File: src/rtl/key_filter_multi.sv
// Multi-key debouncer: per key a two-flop synchroniser and a filter FSM producing
// press/release event pulses, a debounced level and a one-shot long-press pulse.
module key_filter_multi #(
  parameter int NUM_KEYS   = 4,
  parameter int CNT_MAX    = 1_000_000,
  parameter int LONG_MAX   = 50_000_000,
  parameter bit ACTIVE_LOW = 1'b1
) (
  input  logic                clk,
  input  logic                rst,
  input  logic [NUM_KEYS-1:0] key_in,
  output logic [NUM_KEYS-1:0] key_flag,
  output logic [NUM_KEYS-1:0] key_state,
  output logic [NUM_KEYS-1:0] key_long
);
  localparam int DW = $clog2(CNT_MAX);
  localparam int LW = $clog2(LONG_MAX);
  localparam logic [DW-1:0] DCNT_FULL    = DW'(CNT_MAX - 1);
  localparam logic [LW-1:0] LCNT_TOP     = LW'(LONG_MAX - 1);
  localparam logic          RELEASED_PIN = ACTIVE_LOW;

  typedef enum logic [1:0] {
    IDLE    = 2'd0,
    FILTER0 = 2'd1,
    DOWN    = 2'd2,
    FILTER1 = 2'd3
  } state_e;

  for (genvar i = 0; i < NUM_KEYS; i++) begin : gen_key
    logic          sync1_q, sync2_q;
    logic          pressed;
    state_e        state_q, state_d;
    logic [DW-1:0] dcnt_q, dcnt_d;
    logic [LW-1:0] lcnt_q, lcnt_d, lcnt_inc;
    logic          fired_q, fired_d;
    logic          flag_q, flag_d;
    logic          level_q, level_d;
    logic          long_q, long_d;

    assign pressed  = sync2_q ^ ACTIVE_LOW;
    assign lcnt_inc = (lcnt_q == LCNT_TOP) ? lcnt_q : lcnt_q + {{(LW-1){1'b0}}, 1'b1};

    // Synchroniser resets to the released pin level so no edge is seen after reset.
    always_ff @(posedge clk) begin
      if (rst) begin
        sync1_q <= RELEASED_PIN;
        sync2_q <= RELEASED_PIN;
      end else begin
        sync1_q <= key_in[i];
        sync2_q <= sync1_q;
      end
    end

    // FSM, counters and registered outputs.
    always_ff @(posedge clk) begin
      if (rst) begin
        state_q <= IDLE;
        dcnt_q  <= '0;
        lcnt_q  <= '0;
        fired_q <= 1'b0;
        flag_q  <= 1'b0;
        level_q <= 1'b1;
        long_q  <= 1'b0;
      end else begin
        state_q <= state_d;
        dcnt_q  <= dcnt_d;
        lcnt_q  <= lcnt_d;
        fired_q <= fired_d;
        flag_q  <= flag_d;
        level_q <= level_d;
        long_q  <= long_d;
      end
    end

    // Next-state logic; dcnt is cleared on every state change.
    always_comb begin
      state_d = state_q;
      dcnt_d  = dcnt_q;
      lcnt_d  = lcnt_q;
      fired_d = fired_q;
      flag_d  = 1'b0;
      level_d = level_q;
      long_d  = 1'b0;
      case (state_q)
        IDLE: begin
          if (pressed) begin
            state_d = FILTER0;
            dcnt_d  = '0;
            lcnt_d  = '0;
            fired_d = 1'b0;
          end else begin
            state_d = IDLE;
          end
        end
        FILTER0: begin
          if (!pressed) begin
            state_d = IDLE;
            dcnt_d  = '0;
          end else if (dcnt_q == DCNT_FULL) begin
            state_d = DOWN;
            dcnt_d  = '0;
            flag_d  = 1'b1;
            level_d = 1'b0;
          end else begin
            dcnt_d  = dcnt_q + {{(DW-1){1'b0}}, 1'b1};
          end
        end
        DOWN: begin
          lcnt_d = lcnt_inc;
          if ((lcnt_q == LCNT_TOP) && !fired_q) begin
            long_d  = 1'b1;
            fired_d = 1'b1;
          end else begin
            long_d  = 1'b0;
          end
          if (!pressed) begin
            state_d = FILTER1;
            dcnt_d  = '0;
          end else begin
            state_d = DOWN;
          end
        end
        FILTER1: begin
          lcnt_d = lcnt_inc;
          if (pressed) begin
            state_d = DOWN;
            dcnt_d  = '0;
          end else if (dcnt_q == DCNT_FULL) begin
            state_d = IDLE;
            dcnt_d  = '0;
            flag_d  = 1'b1;
            level_d = 1'b1;
            fired_d = 1'b0;
          end else begin
            dcnt_d  = dcnt_q + {{(DW-1){1'b0}}, 1'b1};
          end
        end
        default: begin
          state_d = IDLE;
          dcnt_d  = '0;
          lcnt_d  = '0;
          fired_d = 1'b0;
          level_d = 1'b1;
        end
      endcase
    end

    assign key_flag[i]  = flag_q;
    assign key_state[i] = level_q;
    assign key_long[i]  = long_q;
  end

endmodule

File: config.mk
export PLATFORM = sky130hd
export DESIGN_NAME = key_filter_multi
export DESIGN_NICKNAME = d
export VERILOG_FILES = /design/src/rtl/key_filter_multi.sv
export SDC_FILE = /design/constraint.sdc
export NUM_CORES = 1
export LEC_CHECK = 0
export ABC_CLOCK_PERIOD_IN_PS = 4100
export CAP_MARGIN = 20
export CORE_ASPECT_RATIO = 2
export CORE_MARGIN = 2
export CORE_UTILIZATION = 41
export DETAILED_ROUTE_END_ITERATION = 10
export DONT_BUFFER_PORTS = 1
export GPL_ROUTABILITY_DRIVEN = 0
export GPL_TIMING_DRIVEN = 0
export PLACE_DENSITY_LB_ADDON = 0.25
export SYNTH_ARGS = -nofsm -noshare
export SYNTH_HDL_FRONTEND = slang
export SYNTH_SLANG_ARGS = --single-unit
File: constraint.sdc
create_clock -name clk -period 4.1 [get_ports clk]
set_clock_uncertainty 0.2 [all_clocks]
set_input_delay 0.41 -clock clk [delete_from_list [all_inputs] [get_ports clk]]
set_output_delay 0.41 -clock clk [all_outputs]
set_load 0.02 [all_outputs]
### Word-level counts from Yosys, hierarchy flattened

Cells that the tools add are included.

| operators by class | value |
|---|---|
| add/subtract/negate cells | 8 |
| equal/unequal tests | 60 |
| muxes and demuxes | 120 |
| bitwise logic cells | 4 |
| reductions and logical operators | 52 |

Operators by type and width:

| kind | count |
|---|---|
| 2-to-1 mux 20 bit | 20 |
| case mux 20 bit (4 select lines) | 4 |
| 2-to-1 mux 26 bit | 8 |
| case mux 26 bit (2 select lines) | 4 |
| adder 26 x 1 -> 26 bit (second input constant) | 4 |
| equality test 26 bit (second input constant) | 4 |
| adder 20 x 1 -> 20 bit (second input constant) | 4 |
| equality test 20 bit (second input constant) | 4 |
| inequality test 2 bit (second input constant) | 32 |
| 2-to-1 mux 1 bit | 52 |
| AND reduction 5 bit | 8 |
| 2-to-1 mux 2 bit | 16 |
| case mux 2 bit (4 select lines) | 4 |
| inequality test 3 bit (second input constant) | 8 |
| equality test 2 bit (second input constant) | 8 |
| case mux 1 bit (2 select lines) | 8 |
| AND reduction 2 bit | 8 |
| nonzero test 2 bit | 8 |
| OR reduction 2 bit | 8 |
| case mux 1 bit (3 select lines) | 4 |
| AND reduction 3 bit | 4 |
| nonzero test 3 bit | 4 |
| equality test 2 x 1 -> 1 bit (second input constant) | 4 |
| zero test 2 bit | 4 |
| other kinds (3) | 12 |

| storage, ports and cells | value |
|---|---|
| flip-flop bits (word level) | 216 |
| logic and storage cells | 280 |

### Longest topological paths before layout

| logic depth | value |
|---|---|
| depth after elaboration | 4 |
| mapped depth | 8 |
| depth with buffers taken out | 6 |

### Worst setup path after synthesis

No wires, ideal clock.

| path | value |
|---|---|
| path type | reg-to-reg |
| from | reg gen_key[2].lcnt_q[8] |
| to | reg gen_key[2].lcnt_q[1] |
| library setup time | 0.128 ns |
| data arrival time | 2.059 ns |
| data required time | 3.772 ns |
| slack | 1.714 ns |
| cell stages (with the launch flop) | 6 |
| path buffers | 0 |
| cell sequence | dfxtp_1 -> or4_4 -> or4_4 -> o41ai_4 -> mux2i_1 -> nor2_1 |

| on the way | value |
|---|---|
| cells in the longest elaborated chain, start to end | 3 |

Ends and longest elaborated chain:

| element | RTL line | text |
|---|---|---|
| from (decl) | 34 | `logic [LW-1:0] lcnt_q, lcnt_d, lcnt_inc;` |
| from (signal assigned) | 67 | `lcnt_q <= lcnt_d;` |
| equality test 26 bit | 41 | `assign lcnt_inc = (lcnt_q == LCNT_TOP) ? lcnt_q : lcnt_q + {{(LW-1){1'b0}}, 1'b1};` |
| inequality test 2 bit (no line) | - |  |
| AND reduction 3 bit (no line) | - |  |

Every way passes these cells.
A chain may end at the register's enable or synchronous reset.

### Worst setup path in the final report

| path | value |
|---|---|
| from | reg gen_key[1].lcnt_q[6] |
| to | reg gen_key[1].lcnt_q[6] |

| on the way | value |
|---|---|
| cells in the longest elaborated chain, start to end | 3 |

Ends and longest elaborated chain:

| element | RTL line |
|---|---|
| from (decl) | 34 |
| from (signal assigned) | 67 |
| adder 26 x 1 -> 26 bit / equality test 26 bit (equally long branches) | 41 |
| 2-to-1 mux 26 bit / inequality test 2 bit (equally long branches) | - |
| case mux 26 bit (2 select lines) / AND reduction 3 bit (equally long branches) | - |

Parallel ways exist; a longest one is shown, timed or not. The select of a mux whose other input is x is not followed.

==> results.md <==
| Group | Quantity | Value |
| --- | --- | --- |
| run status | Run status | completed |
| cts | Post-CTS setup-driven buffer insertion count | 0 |
| synthesis | Share of the synthesized area in the top cell type | 0.412 |
| worst hold path | Kind of path behind the tightest hold check | input port to flip-flop |
| timing | Worst Max-Slew Pin Slew | 0.965 ns |
| synthesis | Simple-gate share of the synthesized area | 0.313 |
| global route | Largest net degree at the start of global routing | 14 |
| global route | Global-route wire length before repair | 43400 um |
| drt | Wirelength, routed | 25700 um |
| pwr | Internal power | 3.27 mW |
| drt | Total via count in the routed design | 9351 |
| timing | RSZ-0062 raised after global routing | no |
| cts | Cts bufs inserted | 22 |
| pwr | Pwr dens | 360 mW/mm^2 |
| global route | Overall global routing resource usage | 0.194 |
| worst setup path | Crit path largest cell delay | 0.81 ns |
| synthesis | Cell type contributing the most total cell area after synthesis | dfxtp_1 |
| layout | Ant diodes | 0 |
| timing | Final Max Tran Viols | 0 |
| floorplanning | Core box area | 0.0251 mm^2 |
| timing | Ratio of final minimum period to clock period | 0.718 |
| synthesis | Async SR Flop Fraction | 0 |
| cts | CTS Hold Bufs | 5 |
| pwr | Leakage power of the design | 3.70 nW |
| pwr | Combinational share of power | 0.031 |
| timing | Max-Slew Margin vs Limit | 0.351 |
| worst setup path | Most used cell, CP | clkbuf_1 |
| pwr | Fraction of power consumed by the clock network | 0.465 |
| synthesis | Xor and xnor fraction of the mapped netlist area | 0.0676 |
| floorplanning | Overall die height | 230 um |
| cts | Clock insertion delay at the later pin of the skew report | 0.52 ns |
| synthesis | Arithmetic-cell share of the synthesized area counting full adders, half adders and majority gates | 0.00953 |
| worst hold path | End of the worst hold path | gen_key[2].lcnt_q[4] |
| cts | Deepest level of the CTS H-tree | 1 |
| drt | 1st-pass router iterations | 5 |
| layout | Nets | 1305 |
| synthesis | Number of register bits inferred by synthesis | 216 |
| synthesis | Portion of netlist area occupied by mux cells | 0.00870 |
| worst setup path | Register-to-Register Setup Slack | 1.16 ns |
| synthesis | Sequential cell area fraction in the yosys report | 0.412 |
| synthesis | Cell types with the largest area share after synthesis | dfxtp_1 41%, nor2_1 4.4%, xor2_1 4.3% |
| drt | Routed wirelength normalized by instance count | 15.7 um |
| synthesis | Primary FF master, synth | dfxtp_1 |
| synthesis | Synth unique cells | 72 |
| synthesis | Yosys warning count | 0 |
| worst setup path | Critical Path AT | 3.13 ns |
| worst hold path | Startpoint of the worst hold path | rst |
| worst hold path | Worst Hold Depth | 3 |
| worst setup path | Required time reported for the critical path endpoint | 4.29 ns |
| floorplanning | Number of placement rows | 82 |
| synthesis | Compound-Gate Fraction of Synth Area | 0.152 |
| cts | TritonCTS clock tree | done |
| floorplanning | Floorplan die area | 0.0270 mm^2 |
| drt | Count of unresolved DRC violations after routing | 0 |
| worst setup path | Length in cells of the worst reg-to-reg path | 7 |
| synthesis | Average cell area after synthesis | 8.33 um^2 |
| cts | Maximum buffer depth of the clock tree | 3 |
| cts | Clock-pin slew on the worst setup and hold paths | 0.06 ns |
| global route | Initial antenna violation count | 0 |
| place | Half-perimeter wire length after detailed placement | 18800 um |
| synthesis | Gate Count Post-Synth | 1260 |
| worst setup path | Category of the critical setup timing path | flip-flop to flip-flop |
| drt | Drt initial violations | 473 |
| pwr | Worst vdd rail ir drop | 311 uV |
| cts | CTS sink count | 216 |
| timing | Peak Freq | 340 MHz |
| worst setup path | Ordered cell list for the critical path | clkbuf_1 -> nor4bb_1 -> nand2_1 -> o31ai_1 -> clkbuf_1 -> or2_2 -> a21oi_1 |
| cts | Clk Tree Root Cell | clkbuf_16 |
| worst setup path | Crit path launch type | flip-flop |
| worst setup path | FF-to-FF End | gen_key[1].lcnt_q[6] |
| layout | Fraction of layout instances using a drive strength above 1 | 0.0668 |
| timing | Time the worst path needs with I/O delays and setup | 2.94 ns |
| synthesis | Combinational family with the most area after synthesis | simple AND/OR/NAND/NOR gates |
| cts | Number of resized instances in the post-cts repair step | 0 |
| global route | Sum of overflow across all layers after global routing | 0 |
| worst setup path | Worst r2r src | gen_key[1].lcnt_q[6] |
| pwr | Fraction of power consumed by sequential logic | 0.504 |
| place | Count of input and output buffers | 0 |
| synthesis | Combined area of all synthesized cells | 0.0105 mm^2 |
| synthesis | Synth Net Count | 1274 |
| timing | Number of endpoints with negative hold slack in the final report | 0 |
| floorplanning | Width of the die | 117 um |
| global route | Vias in the first global route | 9150 |
| pwr | Net switching power | 0.932 mW |
| worst setup path | Crit-path slowest cell | o31ai_1 |
| timing | Total setup violations reported at the end of the flow | 0 |
| timing | Post-route setup TNS | 0 ns |
| flow run | Max-cap violations | 0 |
| floorplanning | Top-Level Pins | 18 |
| floorplanning | Initial Utilization | 0.418 |
| worst setup path | Worst Setup End Kind | flip-flop |
| synthesis | Number of synthesized flops with an enable pin | 0 |
| layout | Core Util, Final | 0.465 |
| drt | Remaining antenna violation count after routing | 0 |
| layout | Area Overhead vs Synth | 11.2% |
| pwr | Switching fraction of total power | 0.222 |
| drt | Via/cell ratio | 5.71 |
| worst setup path | CP Max Fanout | 10 |
power groups by stage:
stage	combinational [mW]	clock, mW	sequential (mW)
floorplan	0.0895	0	2.16
global placement	0.126	0	2.16
detailed placement	0.127	0	2.16
CTS	0.131	2.02	2.11
global route	0.143	2.10	2.12
finish	0.130	1.95	2.12
final cells by class:
type | instances | area (um^2)
Fill cell | 2538 | 13500
Multi-Input combinational cell | 954 | 5780
Sequential cell | 216 | 4320
Clock buffer | 31 | 666
Tap cell | 336 | 420
Buffer | 70 | 319
Inverter | 20 | 75.1
Timing Repair Buffer | 7 | 61.3
Clock inverter | 5 | 27.5
routing by layer:
metal	vias up	GRT usage	share of wire
li1	4707	-	-
met1	4446	0.201	0.38
met2	141	0.379	0.56
met3	57	0.0252	0.031
met4	0	0.0713	0.029
met5	-	0	0
cells in the final DEF (no fill, tap or decap), types with 20 or more instances in the layout:
cell type  netlist  final
nor4_1          27     27
and3_1          30     30
or3_1           45     45
dfxtp_1        216    216
or4_1           25     25
clkbuf_16        0     23
a31oi_1         20     20
xor2_1          52     52
nand3_1         70     70
xnor2_1         29     29
nand4_1         54     54
nand2_1        100    100
clkbuf_1        49     51
a21oi_1         85     85
o21ai_0         57     57
nor3_1          31     31
nor2_1         123    123
worst max-delay path, delay by kind of cell, from the launching register on:
| kind | cells | cell delay, ns |
|---|---|---|
| AOI/OAI and AO/OA | 2 | 0.86 |
| buffers and inverters | 2 | 0.73 |
| DFF | 1 | 0.30 |
| and+or+nand+nor | 3 | 0.72 |
logic make-up after synthesis:
logic type | after synthesis
adder cells (fa/ha/maj) | 8
buffers and inverters | 90
XOR/XNOR | 81
AO/OA/AOI/OAI | 255
flip-flops | 216
multiplexers | 9
AND/OR/NAND/NOR | 601
Yosys cell counts (7+ instances only):
| library cell | count |
|---|---|
| nand2b_1 | 8 |
| a31oi_1 | 20 |
| clkbuf_1 | 49 |
| nand3_1 | 70 |
| and3_1 | 30 |
| or4_1 | 25 |
| o31ai_1 | 19 |
| nor2_1 | 123 |
| nor4_1 | 27 |
| nor3_1 | 31 |
| a211oi_1 | 17 |
| xor2_1 | 52 |
| buf_4 | 13 |
| nand4_1 | 54 |
| mux2i_1 | 8 |
| xnor2_1 | 29 |
| and4_1 | 19 |
| o21bai_1 | 7 |
| inv_1 | 19 |
| nor4b_1 | 8 |
| nand2_1 | 100 |
| and2_1 | 7 |
| or3_1 | 45 |
| dfxtp_1 | 216 |
| ha_1 | 8 |
| or2_2 | 15 |
| a21oi_1 | 85 |
| o21ai_0 | 57 |
how the worst max path moves through the flow:
| stage | slack (ns) | start | end |
|---|---|---|---|
| after global placement | 1.17 | gen_key[1].lcnt_q[6] | gen_key[1].lcnt_q[6] |
| after global routing | 0.81 | gen_key[1].lcnt_q[6] | gen_key[1].lcnt_q[10] |
| after floorplan | 1.71 | gen_key[2].lcnt_q[8] | gen_key[2].lcnt_q[1] |
| after detailed placement | 1.14 | gen_key[1].lcnt_q[6] | gen_key[1].lcnt_q[6] |
| after CTS | 1.12 | gen_key[1].lcnt_q[6] | gen_key[1].lcnt_q[22] |
| final | 1.16 | gen_key[1].lcnt_q[6] | gen_key[1].lcnt_q[6] |
stage by stage:
step	power (mW)	hold slack, ns	setup slack [ns]	instances	instance area (um^2)
final	4.20	0.0496	1.16	1639	11700
after global routing	4.36	0.0624	0.813	1639	11700
after CTS	4.26	0.0246	1.12	1638	11700
after detailed placement	2.29	0.194	1.14	1597	10900
after global placement	2.29	0.195	1.17	1596	10900
after floorplan	2.25	0.189	1.71	1260	10500
sequential cells by signal, summed over array words and instances (netlist names), named ones only:
register         cells
gen_key.level_q      4
gen_key.state_q      4
gen_key.long_q       4
gen_key.dcnt_q      80
gen_key.fired_q      4
gen_key.sync2_q      4
gen_key.flag_q       4
gen_key.lcnt_q     104
gen_key.sync1_q      4
(Power assumes the default switching activity.)
==> RTL change 1, RTL diff (same settings) <==
Set the parameter `NUM_KEYS` to 2 (it was 4).
--- a/src/rtl/key_filter_multi.sv
+++ b/src/rtl/key_filter_multi.sv
@@ -3,3 +3,3 @@
 module key_filter_multi #(
-  parameter int NUM_KEYS   = 4,
+  parameter int NUM_KEYS   = 2,
   parameter int CNT_MAX    = 1_000_000,
Ports: changed (resized key_flag, key_in, key_long and key_state); port bits go from 18 to 10. The function was not compared with the original's and may differ.
==> RTL change 1 against the original RTL <==
Highest routed layer unchanged; cell area down 47%; via count is 44% lower; setup slack lost 0.096 ns; wire length is 43% lower; critical path type unchanged; total power down 50%; hold slack gained 0.0034 ns; area after synthesis down 47%; maximum frequency down 3.2%; critical endpoint is now gen_key[0].dcnt_q[5]$_SDFFE_PP0P_; sequential cell count fell by 108; combinational power shrank 29%; final cell count decreased by 48%.
==> RTL change 1: results (changes against the original RTL) <==
CTS Buffer Depth - 2 (-1)
DR iter-0 viols - 246 (-48%)
layout net count - 705 (-46%)
Routed WL - 14600 µm (-43%)
antenna violations before repair - 0 (unchanged)
list of most frequent post-synthesis cells - dfxtp_1 (108), nor2_1 (68), nand2_1 (56)
Synth async-reset ratio - 0% (unchanged)
critical path's largest stage delay - 0.62 ns (-0.19 ns)
fraction of layout cells with a size suffix above 1 - 7.47% (+0.79 points)
insertion delay to the later sink of the worst-skew pair - 0.35 ns (-0.17 ns)
CTS root buffer - clkbuf_16
Synth Net Count - 692 (-46%)
Critical Path AT - 3.05 ns (-0.08 ns)
Ys Warns - 0 (unchanged)
Peak VDD IR - 0.183 mV (-41%)
largest net degree at the start of global routing - 18 (+4)
Tot GR Track Use - 20.4% (+1.1 points)
CP Max Fanout - 10 (unchanged)
CP max stage cell - or4_1
first-pass GRT wire length - 24300 µm (-44%)
H-Tree Depth - 3 (+2)
PostCTS Resize Cnt - 0 (unchanged)
Vias/cell - 6.16 (+8.0%)
vias in the first global route - 5388 (-41%)
hpwl dp - 10900 µm (-42%)
Area contributors post-synth - dfxtp_1 (39%), nand4_1 (4.6%), nor2_1 (4.5%)
Max Cap Viol - 0 (unchanged)
worst hold path cell count - 2 (-1)
Lkg Pwr - 0.00187 µW (-49%)
leading registers by flop count - gen_key.lcnt_q (52), gen_key.dcnt_q (40)
I/O Buffers - 0 (unchanged)
sequential share of the synthesized area - 38.5% (-2.6 points)
Rel. slew slack - 39.4% (+4.3 points)
Synth Flop Type - dfxtp_1
Sequential Power Share - 50.7% (+0.3 points)
CTS Buf Count - 9 (-59%)
status - finished, final reports clean
crit-path leading delay family - simple AND/OR/NAND/NOR gates
Top reg by flops - gen_key.lcnt_q
Synth cell types - 58 (-19%)
Internal - 1610 µW (-51%)
-- RTL change 1: final cells by class --
cell class,count,area (µm²)
Buffer,40,213
Fill cell,1299,7300
Clock buffer,10,229
Sequential cell,108,2160
Clock inverter,5,85.1
Multi-Input combinational cell,515,3180
Tap cell,155,194
Inverter,16,60.1
Timing Repair Buffer,2,20.0
-- RTL change 1: path summary, 6_finish.rpt --
kind | start | end | slack (ns)
setup reg to reg | gen_key[0].dcnt_q[8]$_SDFFE_PP0P_ | gen_key[0].dcnt_q[5]$_SDFFE_PP0P_ | 1.06
setup / recovery | gen_key[0].dcnt_q[8]$_SDFFE_PP0P_ | gen_key[0].dcnt_q[5]$_SDFFE_PP0P_ | 1.06
hold reg to reg | gen_key[1].sync1_q$_SDFF_PP1_ | gen_key[1].sync2_q$_SDFF_PP1_ | 0.21
hold / removal | rst | gen_key[1].long_q$_SDFF_PP0_ | 0.05
-- RTL change 1: kinds of logic after synthesis --
| family | after synthesis | share of synthesized area [%] |
|---|---|---|
| and+or+nand+nor | 342 | 33.3 |
| DFF | 108 | 38.5 |
| AOI/OAI and AO/OA | 122 | 14.7 |
| buffers and inverters | 56 | 4.86 |
| xor gates and xnor gates | 39 | 6.09 |
| adders and majority gates | 9 | 2.01 |
| muxes | 3 | 0.535 |
-- RTL change 1: per-layer routing --
layer	routed length [µm]	global-route usage [%]	up-vias
met5	0	0	-
met3	408	2.58	55
met4	770	14.6	0
met1	5390	19.9	2497
li1	-	-	2556
met2	8020	38.1	138
-- RTL change 1: power groups by stage --
stage	sequential [µW]	clock, µW	combinational [µW]
floorplan	1080	0	63.2
global placement	1080	0	88.7
detailed placement	1080	0	90.7
CTS	1060	962	92.7
global route	1060	997	101
finish	1060	939	91.9
-- RTL change 1: repair_timing --
item | in CTS | in global routing
endpoints found under the hold margin | 2 | 0
setup buffers | 0 | 0
hold buffers | 2 | 0
-- RTL change 1: stage by stage --
stage               instances  cell area (µm²)  power, µW  utilization [%]  worst slack, ns
detailed placement        834             5810       1170             43.2             1.12
CTS                       851             6140       2110             45.7             1.11
floorplan                 679             5610       1150                -             1.60
global route              851             6140       2160             45.7            0.847
global placement          834             5810       1170             43.2             1.16
finish                    851             6140       2090             45.7             1.06
==> RTL change 2, RTL diff (same flow settings) <==
Made on the original files. Reset style: asynchronous (`rst`), changed in 2 clocked blocks. Comments in the files are not updated.
--- a/src/rtl/key_filter_multi.sv
+++ b/src/rtl/key_filter_multi.sv
@@ -43,3 +43,3 @@
     // Synchroniser resets to the released pin level so no edge is seen after reset.
-    always_ff @(posedge clk) begin
+    always_ff @(posedge clk or posedge rst) begin
       if (rst) begin
@@ -54,3 +54,3 @@
     // FSM, counters and registered outputs.
-    always_ff @(posedge clk) begin
+    always_ff @(posedge clk or posedge rst) begin
       if (rst) begin
Function: no difference found for any inputs over 10 cycles, from zero or initial values and one cycle with rst high; that may be too few to reach the edited logic, so the function may still have changed.
==> RTL change 2 against the original RTL <==
Cell area is 5.3% higher; core utilization is 0.39 points lower; area after synthesis is 5.1% higher; sequential cell count stayed put; synthesized cell count is 8.0% lower; wire length is 14% lower; setup slack better by 0.091 ns; total power is 0.34% lower; die area is 5.0% higher; highest routed layer unchanged.
==> RTL change 2: results (changes against the original RTL) <==
status - finished, final reports clean
fraction of layout cells with a size suffix above 1 - 8.26% (+1.6 points)
Critical Path AT - 3.09 ns (-0.04 ns)
adder-cell share of the synthesized area - 0.907% (-0.046 points)
Post-Synth XOR/XNOR Area - 10.3% (+3.6 points)
largest net degree at the start of global routing - 43 (+29)
Critical R2R Launch - gen_key[0].sync2_q$_DFF_PP1_
Compound-Gate Fraction of Synth Area - 8.13% (-7.1 points)
# Post-CTS Setup Buffers - 0 (unchanged)
Lkg Pwr - 0.00502 µW (+36%)
CTS root buffer - clkbuf_16
met3 Usage GRT - 1.93% (-0.59 points)
list of most frequent post-synthesis cells - dfrtp_1 (204), nor2_1 (164), nand2_1 (108)
grt met2 use - 26.6% (-11 points)
vias in the first global route - 8538 (-6.7%)
WS Path Type - reg -> reg
dpl cells - 1514 (-5.2%)
Synth Net Count - 1173 (-7.9%)
cells on worst reg2reg path - 6 (-1)
Vias/cell - 5.40 (-5.4%)
via count - 8413 (-10%)
DR iter-0 viols - 443 (-6.3%)
Peak VDD IR - 0.410 mV (+32%)
Mean Syn Cell Area - 9.52 µm² (+14%)
worst slew pin tran - 1.06 ns (+0.0942 ns)
RR Endpoint - gen_key[0].dcnt_q[5]$_DFFE_PP0P_
Synth async-reset ratio - 100% (+100 points)
Routed WL - 22000 µm (-14%)
first-pass GRT wire length - 39300 µm (-9.3%)
hpwl dp - 15100 µm (-20%)
Post-Place Setup Slack - 1.27 ns (+0.137 ns)
Tot GR Track Use - 16.0% (-3.4 points)
sequential share of the synthesized area - 49.1% (+7.9 points)
worst min path class - reg -> reg
R2R Setup Slk - 1.25 ns (+0.09 ns)
mux cell area share after synthesis - 1.20% (+0.33 points)
hold_ws - 0.155 ns (+0.105 ns)
Synth Flop Type - dfrtp_1
period utilization - 69.6% (-2.2 points)
global-route track usage on met1 - 21.7% (+1.6 points)
[RTL change 2: routing by layer]
metal	up-vias	wire, µm	share of wire (%)
met5	-	0	0
met4	0	473	2.2
met3	32	563	2.6
met2	77	10600	48
met1	4118	10400	47
li1	4186	-	-
[RTL change 2: power breakdown]
part	switching, µW	total, µW	internal (µW)
Clock	810	1880	1070
Combinational	109	147	37.6
Sequential	11.6	2160	2150
Total	930	4180	3250
[RTL change 2: worst min-delay path by stage]
stage	cells past startpoint	endpoint	startpoint
after floorplan	0	gen_key[0].sync2_q$_DFF_PP1_	gen_key[0].sync1_q$_DFF_PP1_
after global placement	0	gen_key[0].sync2_q$_DFF_PP1_	gen_key[0].sync1_q$_DFF_PP1_
after detailed placement	0	gen_key[3].sync2_q$_DFF_PP1_	gen_key[3].sync1_q$_DFF_PP1_
after CTS	0	gen_key[3].sync2_q$_DFF_PP1_	gen_key[3].sync1_q$_DFF_PP1_
after global routing	0	gen_key[0].sync2_q$_DFF_PP1_	gen_key[0].sync1_q$_DFF_PP1_
final	0	gen_key[3].sync2_q$_DFF_PP1_	gen_key[3].sync1_q$_DFF_PP1_
[RTL change 2: final cells by class]
| type | count | area, µm² |
|---|---|---|
| clock buffers | 36 | 644 |
| well taps | 348 | 435 |
| inverters | 19 | 75.1 |
| repair buffers | 12 | 163 |
| fillers | 2530 | 14400 |
| clock inverters | 3 | 15.0 |
| flip-flops and latches | 216 | 5420 |
| plain buffers | 42 | 244 |
| multi-input cells | 882 | 5300 |
[RTL change 2: worst max-delay path, cell delays in order, from the launching register on]
cell,delay [ns]
dfstp_2,0.51
clkbuf_1,0.27
xnor2_1,0.34
nand2_1,0.37
a21oi_1,0.59
nor2_1,0.31
nor2_1,0.18
